### src/rtl/cpu_defs.sv
// Shared definitions for the multicycle CPU control path: state codes,
// opcode constants, ALUOp codes and the control-word bundle.
package cpu_defs;

  typedef enum logic [3:0] {
    S_FETCH  = 4'd0,
    S_DECODE = 4'd1,
    S_MEMADR = 4'd2,
    S_MEMRD  = 4'd3,
    S_MEMWB  = 4'd4,
    S_MEMWR  = 4'd5,
    S_EXEC   = 4'd6,
    S_ALUWB  = 4'd7,
    S_BRANCH = 4'd8,
    S_JUMP   = 4'd9
  } state_t;

  localparam logic [5:0] OP_RTYPE = 6'b000000;
  localparam logic [5:0] OP_LW    = 6'b100011;
  localparam logic [5:0] OP_SW    = 6'b101011;
  localparam logic [5:0] OP_BEQ   = 6'b000100;
  localparam logic [5:0] OP_J     = 6'b000010;

  // ALUOp encoding understood by the downstream ALUControl block
  localparam logic [1:0] ALUOP_ADD   = 2'b00;
  localparam logic [1:0] ALUOP_SUB   = 2'b01;
  localparam logic [1:0] ALUOP_FUNCT = 2'b10;

  typedef struct packed {
    logic       pc_write;
    logic       pc_write_cond;
    logic       i_or_d;
    logic       mem_read;
    logic       mem_write;
    logic       ir_write;
    logic       mem_to_reg;
    logic       reg_write;
    logic       reg_dst;
    logic       alu_src_a;
    logic [1:0] alu_src_b;
    logic [1:0] pc_source;
    logic [1:0] alu_op;
    logic       illegal_op;
  } ctrl_t;

  function automatic logic is_known_op(input logic [5:0] op);
    return (op == OP_RTYPE) || (op == OP_LW) || (op == OP_SW) ||
           (op == OP_BEQ) || (op == OP_J);
  endfunction

endpackage

### src/rtl/multicycle_control.sv
// Multicycle CPU main control FSM. Moore-style control word per state,
// with opcode feeding DECODE and mem_ready feeding the memory states.
//
// state  | meaning
// FETCH  | read instruction, PC+4 on mem_ready
// DECODE | register read, branch target compute, dispatch on opcode
// MEMADR | effective address for LW/SW
// MEMRD  | data memory read, wait for mem_ready
// MEMWB  | write loaded word to register file
// MEMWR  | data memory write, wait for mem_ready
// EXEC   | R-type ALU operation
// ALUWB  | write ALU result to rd
// BRANCH | BEQ compare and conditional PC update
// JUMP   | unconditional PC update
module multicycle_control
  import cpu_defs::*;
(
  input  logic       clock,
  input  logic       reset,
  input  logic [5:0] opcode,
  input  logic       mem_ready,
  output logic       PCWrite,
  output logic       PCWriteCond,
  output logic       IorD,
  output logic       MemRead,
  output logic       MemWrite,
  output logic       IRWrite,
  output logic       MemtoReg,
  output logic       RegWrite,
  output logic       RegDst,
  output logic       ALUSrcA,
  output logic [1:0] ALUSrcB,
  output logic [1:0] PCSource,
  output logic [1:0] ALUOp,
  output logic       illegal_op,
  output logic [3:0] state
);

  state_t     state_q;
  state_t     state_d;
  logic [5:0] op_q;
  ctrl_t      ctrl;

  // State register; opcode captured in DECODE so MEMADR can pick LW vs SW
  always_ff @(posedge clock) begin
    if (reset) begin
      state_q <= S_FETCH;
      op_q    <= '0;
    end else begin
      state_q <= state_d;
      if (state_q == S_DECODE) begin
        op_q <= opcode;
      end
    end
  end

  // Next-state logic
  always_comb begin
    state_d = S_FETCH;
    case (state_q)
      S_FETCH:  state_d = mem_ready ? S_DECODE : S_FETCH;
      S_DECODE: begin
        case (opcode)
          OP_LW, OP_SW: state_d = S_MEMADR;
          OP_RTYPE:     state_d = S_EXEC;
          OP_BEQ:       state_d = S_BRANCH;
          OP_J:         state_d = S_JUMP;
          default:      state_d = S_FETCH;
        endcase
      end
      S_MEMADR: state_d = (op_q == OP_SW) ? S_MEMWR : S_MEMRD;
      S_MEMRD:  state_d = mem_ready ? S_MEMWB : S_MEMRD;
      S_MEMWB:  state_d = S_FETCH;
      S_MEMWR:  state_d = mem_ready ? S_FETCH : S_MEMWR;
      S_EXEC:   state_d = S_ALUWB;
      S_ALUWB:  state_d = S_FETCH;
      S_BRANCH: state_d = S_FETCH;
      S_JUMP:   state_d = S_FETCH;
      default:  state_d = S_FETCH;
    endcase
  end

  // Output decode; everything defaults low and reset forces the word to zero
  always_comb begin
    ctrl = '0;
    case (state_q)
      S_FETCH: begin
        ctrl.mem_read  = 1'b1;
        ctrl.alu_src_b = 2'b01;
        ctrl.alu_op    = ALUOP_ADD;
        ctrl.ir_write  = mem_ready;
        ctrl.pc_write  = mem_ready;
      end
      S_DECODE: begin
        ctrl.alu_src_b  = 2'b11;
        ctrl.alu_op     = ALUOP_ADD;
        ctrl.illegal_op = ~is_known_op(opcode);
      end
      S_MEMADR: begin
        ctrl.alu_src_a = 1'b1;
        ctrl.alu_src_b = 2'b10;
        ctrl.alu_op    = ALUOP_ADD;
      end
      S_MEMRD: begin
        ctrl.mem_read = 1'b1;
        ctrl.i_or_d   = 1'b1;
      end
      S_MEMWB: begin
        ctrl.reg_write  = 1'b1;
        ctrl.mem_to_reg = 1'b1;
      end
      S_MEMWR: begin
        ctrl.mem_write = 1'b1;
        ctrl.i_or_d    = 1'b1;
      end
      S_EXEC: begin
        ctrl.alu_src_a = 1'b1;
        ctrl.alu_src_b = 2'b00;
        ctrl.alu_op    = ALUOP_FUNCT;
      end
      S_ALUWB: begin
        ctrl.reg_dst   = 1'b1;
        ctrl.reg_write = 1'b1;
      end
      S_BRANCH: begin
        ctrl.alu_src_a     = 1'b1;
        ctrl.alu_src_b     = 2'b00;
        ctrl.alu_op        = ALUOP_SUB;
        ctrl.pc_write_cond = 1'b1;
        ctrl.pc_source     = 2'b01;
      end
      S_JUMP: begin
        ctrl.pc_write  = 1'b1;
        ctrl.pc_source = 2'b10;
      end
      default: ctrl = '0;
    endcase
    if (reset) begin
      ctrl = '0;
    end
  end

  assign PCWrite     = ctrl.pc_write;
  assign PCWriteCond = ctrl.pc_write_cond;
  assign IorD        = ctrl.i_or_d;
  assign MemRead     = ctrl.mem_read;
  assign MemWrite    = ctrl.mem_write;
  assign IRWrite     = ctrl.ir_write;
  assign MemtoReg    = ctrl.mem_to_reg;
  assign RegWrite    = ctrl.reg_write;
  assign RegDst      = ctrl.reg_dst;
  assign ALUSrcA     = ctrl.alu_src_a;
  assign ALUSrcB     = ctrl.alu_src_b;
  assign PCSource    = ctrl.pc_source;
  assign ALUOp       = ctrl.alu_op;
  assign illegal_op  = ctrl.illegal_op;
  assign state       = state_q;

endmodule
### config.mk
export PLATFORM = sky130hd
export DESIGN_NAME = multicycle_control
export DESIGN_NICKNAME = d
export VERILOG_FILES = /design/src/rtl/cpu_defs.sv /design/src/rtl/multicycle_control.sv
export SDC_FILE = /design/constraint.sdc
export NUM_CORES = 1
export LEC_CHECK = 0
export ABC_AREA = 1
export CORE_MARGIN = 1
export CORE_UTILIZATION = 41
export CTS_CLUSTER_DIAMETER = 120
export CTS_CLUSTER_SIZE = 8
export DETAILED_ROUTE_END_ITERATION = 6
export GPL_ROUTABILITY_DRIVEN = 1
export PLACE_DENSITY_LB_ADDON = 0.05
export SKIP_LAST_GASP = 1
export SLEW_MARGIN = 20
export SYNTH_ARGS = -nofsm -noshare
export SYNTH_HDL_FRONTEND = slang
export SYNTH_SLANG_ARGS = --single-unit
### constraint.sdc
create_clock -name clock -period 1.5 [get_ports clock]
set_input_delay 0.3 -clock clock [delete_from_list [all_inputs] [get_ports clock]]
set_output_delay 0.3 -clock clock [all_outputs]
set_load 0.01 [all_outputs]
==> impl_metrics.py <==
metrics = {
    "outcome": {
        "status": "finished with violations",
        "violations": "negative setup slack",
    },
    "setup_path": {
        "setup.worst_path.class": "flop to primary output",
        "crit_path_max_fanout": 5,
        "worstPathRequired_ps": 1200,
        "arrival_ps": 1270,
        "cp-end-kind": "primary output",
        "worstSetupStartpointType": "flop",
    },
    "cts": {
        "cts_sinks": 10,
        "clk_pin_slew_worst_paths_ps": 60,
        "clk_path_buf_depth": 2,
        "tritoncts": "built",
        "root_buffer": "clkbuf_4",
        "numCtsBuffers": 3,
        "htree_levels": 1,
        "clk_latency_ps": 270,
    },
    "yosys": {
        "syn_nets": 126,
        "seq_area_frac_synth": 0.2873,
        "synthSimpleGateAreaFrac": 0.4722,
        "muxShareOfSynthArea": 0,
        "ys_ff_latch": 10,
        "synth_compound_area_frac": 0.1329,
        "postSynthCellCount": 117,
        "synth_cell_types": 23,
        "synth_xor_area_frac": 0,
        "synth_fa_ha_area_frac": 0,
        "yosysWarnings": 0,
        "synth_area_um2": 696.9,
        "synth_top_family_by_area": "simple AND/OR/NAND/NOR gates",
        "avgSynthCellArea_um2": 5.957,
    },
    "finish": {
        "final_nets": 185,
        "drive_gt1_frac": 0.4885,
        "post_layout_nonfiller_instances": 190,
        "syn_to_final_growth_pct": 74.87,
        "fin_util": 0.7906,
        "final_cell_area_um2": 1219,
        "num_antenna_cells": 0,
    },
    "sta": {
        "max_freq_ghz": 0.6366,
        "fin_crit_sh": 1.047,
        "fin_setup_tns_ps": -308.9,
        "rsz0062_at_grt": "true",
        "slew_headroom": 0.8915,
        "skew_ps": 5.218,
        "fin_crit_ps": 1571,
        "tightest_slew_ps": 161.0,
        "hold_viol": 0,
        "maxSlewViolCount": 0,
        "layout_setup_ws_ps": -70.79,
        "setup_viol": 8,
    },
    "detailed_routing": {
        "wl_um": 2333,
        "wl_per_cell_um": 12.28,
        "vias": 964,
        "drc_errors": 0,
        "ant_nets": 0,
        "drt-pass1-iter-count": 4,
        "via_per_inst": 5.074,
        "drtIter0Drc": 26,
    },
    "floorplan": {
        "ios": 30,
        "coreArea_um2": 1541,
        "chipHeight_um": 43.23,
        "die_area_um2": 1869,
        "die_w_um": 43.23,
        "rows": 14,
        "initial_core_util": 0.4521,
    },
    "global_routing": {
        "grt_pass1_vias": 891,
        "grt.met1_usage": 0.3376,
        "grt_max_degree": 12,
        "grt_pass1_wl_um": 3801,
        "antenna_found_initial": 0,
        "grt_usage": 0.2706,
        "top_usage_layer": "met2",
        "grt_overflow": 0,
        "met2_usage": 0.4418,
        "grt_util_met3": 0.05532,
    },
    "place": {
        "place_inst": 184,
        "gp_congestion": 0.8747,
        "hpwl_um": 1723,
        "port_buffers": 29,
        "place_area_um2": 1165,
    },
    "pwr": {
        "p_leak_uw": 0.0006463,
        "p_per_area_nw_per_um2": 535.1,
        "peakVddDrop_uv": 515.8,
        "finalPower_uw": 652.2,
    },
    "worst_hold_path": {
        "hp-class": "input pin to flop",
    },
    "flow_run": {
        "cap_violations": 0,
    },
}
-- worst paths after layout --
path            start        to  slack, ps  cells past startpoint
max reg2reg  state[3]  state[2]        230                      9
min reg2reg   op_q[2]   op_q[2]        520                      2
min             reset  state[3]        410                      4
max          state[0]   PCWrite        -70                      6
-- power breakdown --
part	switching, uW	leakage [uW]	internal [uW]
clock network	94.0	0.0000138	92.8
logic	92.0	0.000549	84.0
registers	10.2	0.0000840	279
-- logic make-up (layout without fill, tap and decap cells) --
kind of cell,after synthesis,in the layout
flip-flops,10,10
AO/OA/AOI/OAI,16,16
AND/OR/NAND/NOR,76,76
buffers and inverters,15,72
-- registers in the layout, summed over array words and instances (netlist names) --
signal  flops
op_q        6
state       4
-- placed cells by master (no fill, tap or decap), types with 2 or more instances in the layout --
master,instances
nand2_1,20
buf_2,16
inv_2,4
nand3_1,5
dfxtp_2,3
nor2_4,2
dlygate4sd2_1,10
o21ai_1,2
a21oi_1,4
nand2_2,6
clkbuf_4,3
buf_6,4
a21oi_2,3
nand2_4,2
buf_4,24
nor2_2,9
o21ai_0,4
inv_1,6
nor2_1,27
dfxtp_1,6
-- metrics by stage --
step / worst slack [ps] / hold WS (ps)
floorplan: 45.95 / 434.9
global placement: -625.2 / 493.5
detailed placement: -643.4 / 511.3
CTS: -77.71 / 453.7
global route: -148.9 / 431.5
finish: -70.79 / 412.4
-- repair_timing --
| item | in CTS | in global routing |
|---|---|---|
| pin swaps | 5 | 1 |
| endpoints found under the setup margin | 21 | 16 |
| gates resized for setup | 105 | 12 |
| hold buffers | 0 | 0 |
| buffers inserted | 1 | 2 |
-- metal layers --
layer / part of all wire / up-vias / wire length (um)
met2: 0.49 / 35 / 1132
met4: 0.026 / 0 / 60
li1: - / 486 / -
met3: 0.061 / 9 / 143
met5: 0 / - / 0
met1: 0.43 / 434 / 997
-- synthesized netlist by cell type --
master	number	area, um^2
o32ai_1	1	8.760
nand3_1	6	30.03
o21ai_1	1	5.000
buf_6	2	22.52
nand2_4	1	11.26
a21oi_2	1	8.760
inv_2	2	7.510
dfxtp_1	10	200.2
nand2_1	24	90.09
o22ai_1	1	6.260
nand4_1	1	6.260
nor3_1	1	5.000
nand3b_1	1	7.510
a21oi_1	6	30.03
clkinv_1	1	3.750
o21ai_2	1	8.760
nor2_4	1	11.26
inv_1	9	33.78
nand2_2	3	18.77
buf_4	1	7.510
o21ai_0	5	25.02
nor3_2	1	10.01
nor2_1	37	138.9
-- layout make-up --
class	instances	area, um^2
clock buffers	3	22.52
fillers	114	322.8
inverters	12	48.80
multi-input cells	92	500.5
flip-flops and latches	10	207.7
well taps	16	20.02
repair buffers	57	419.2
-- critical path: stages, from the launching register on --
cell	delay, ps
dfxtp_2	350
inv_1	100
nand2_2	90
nor2_4	120
nand2_2	90
o22ai_1	100
buf_2	150
Note: power is estimated with default switching activity, not from simulation.
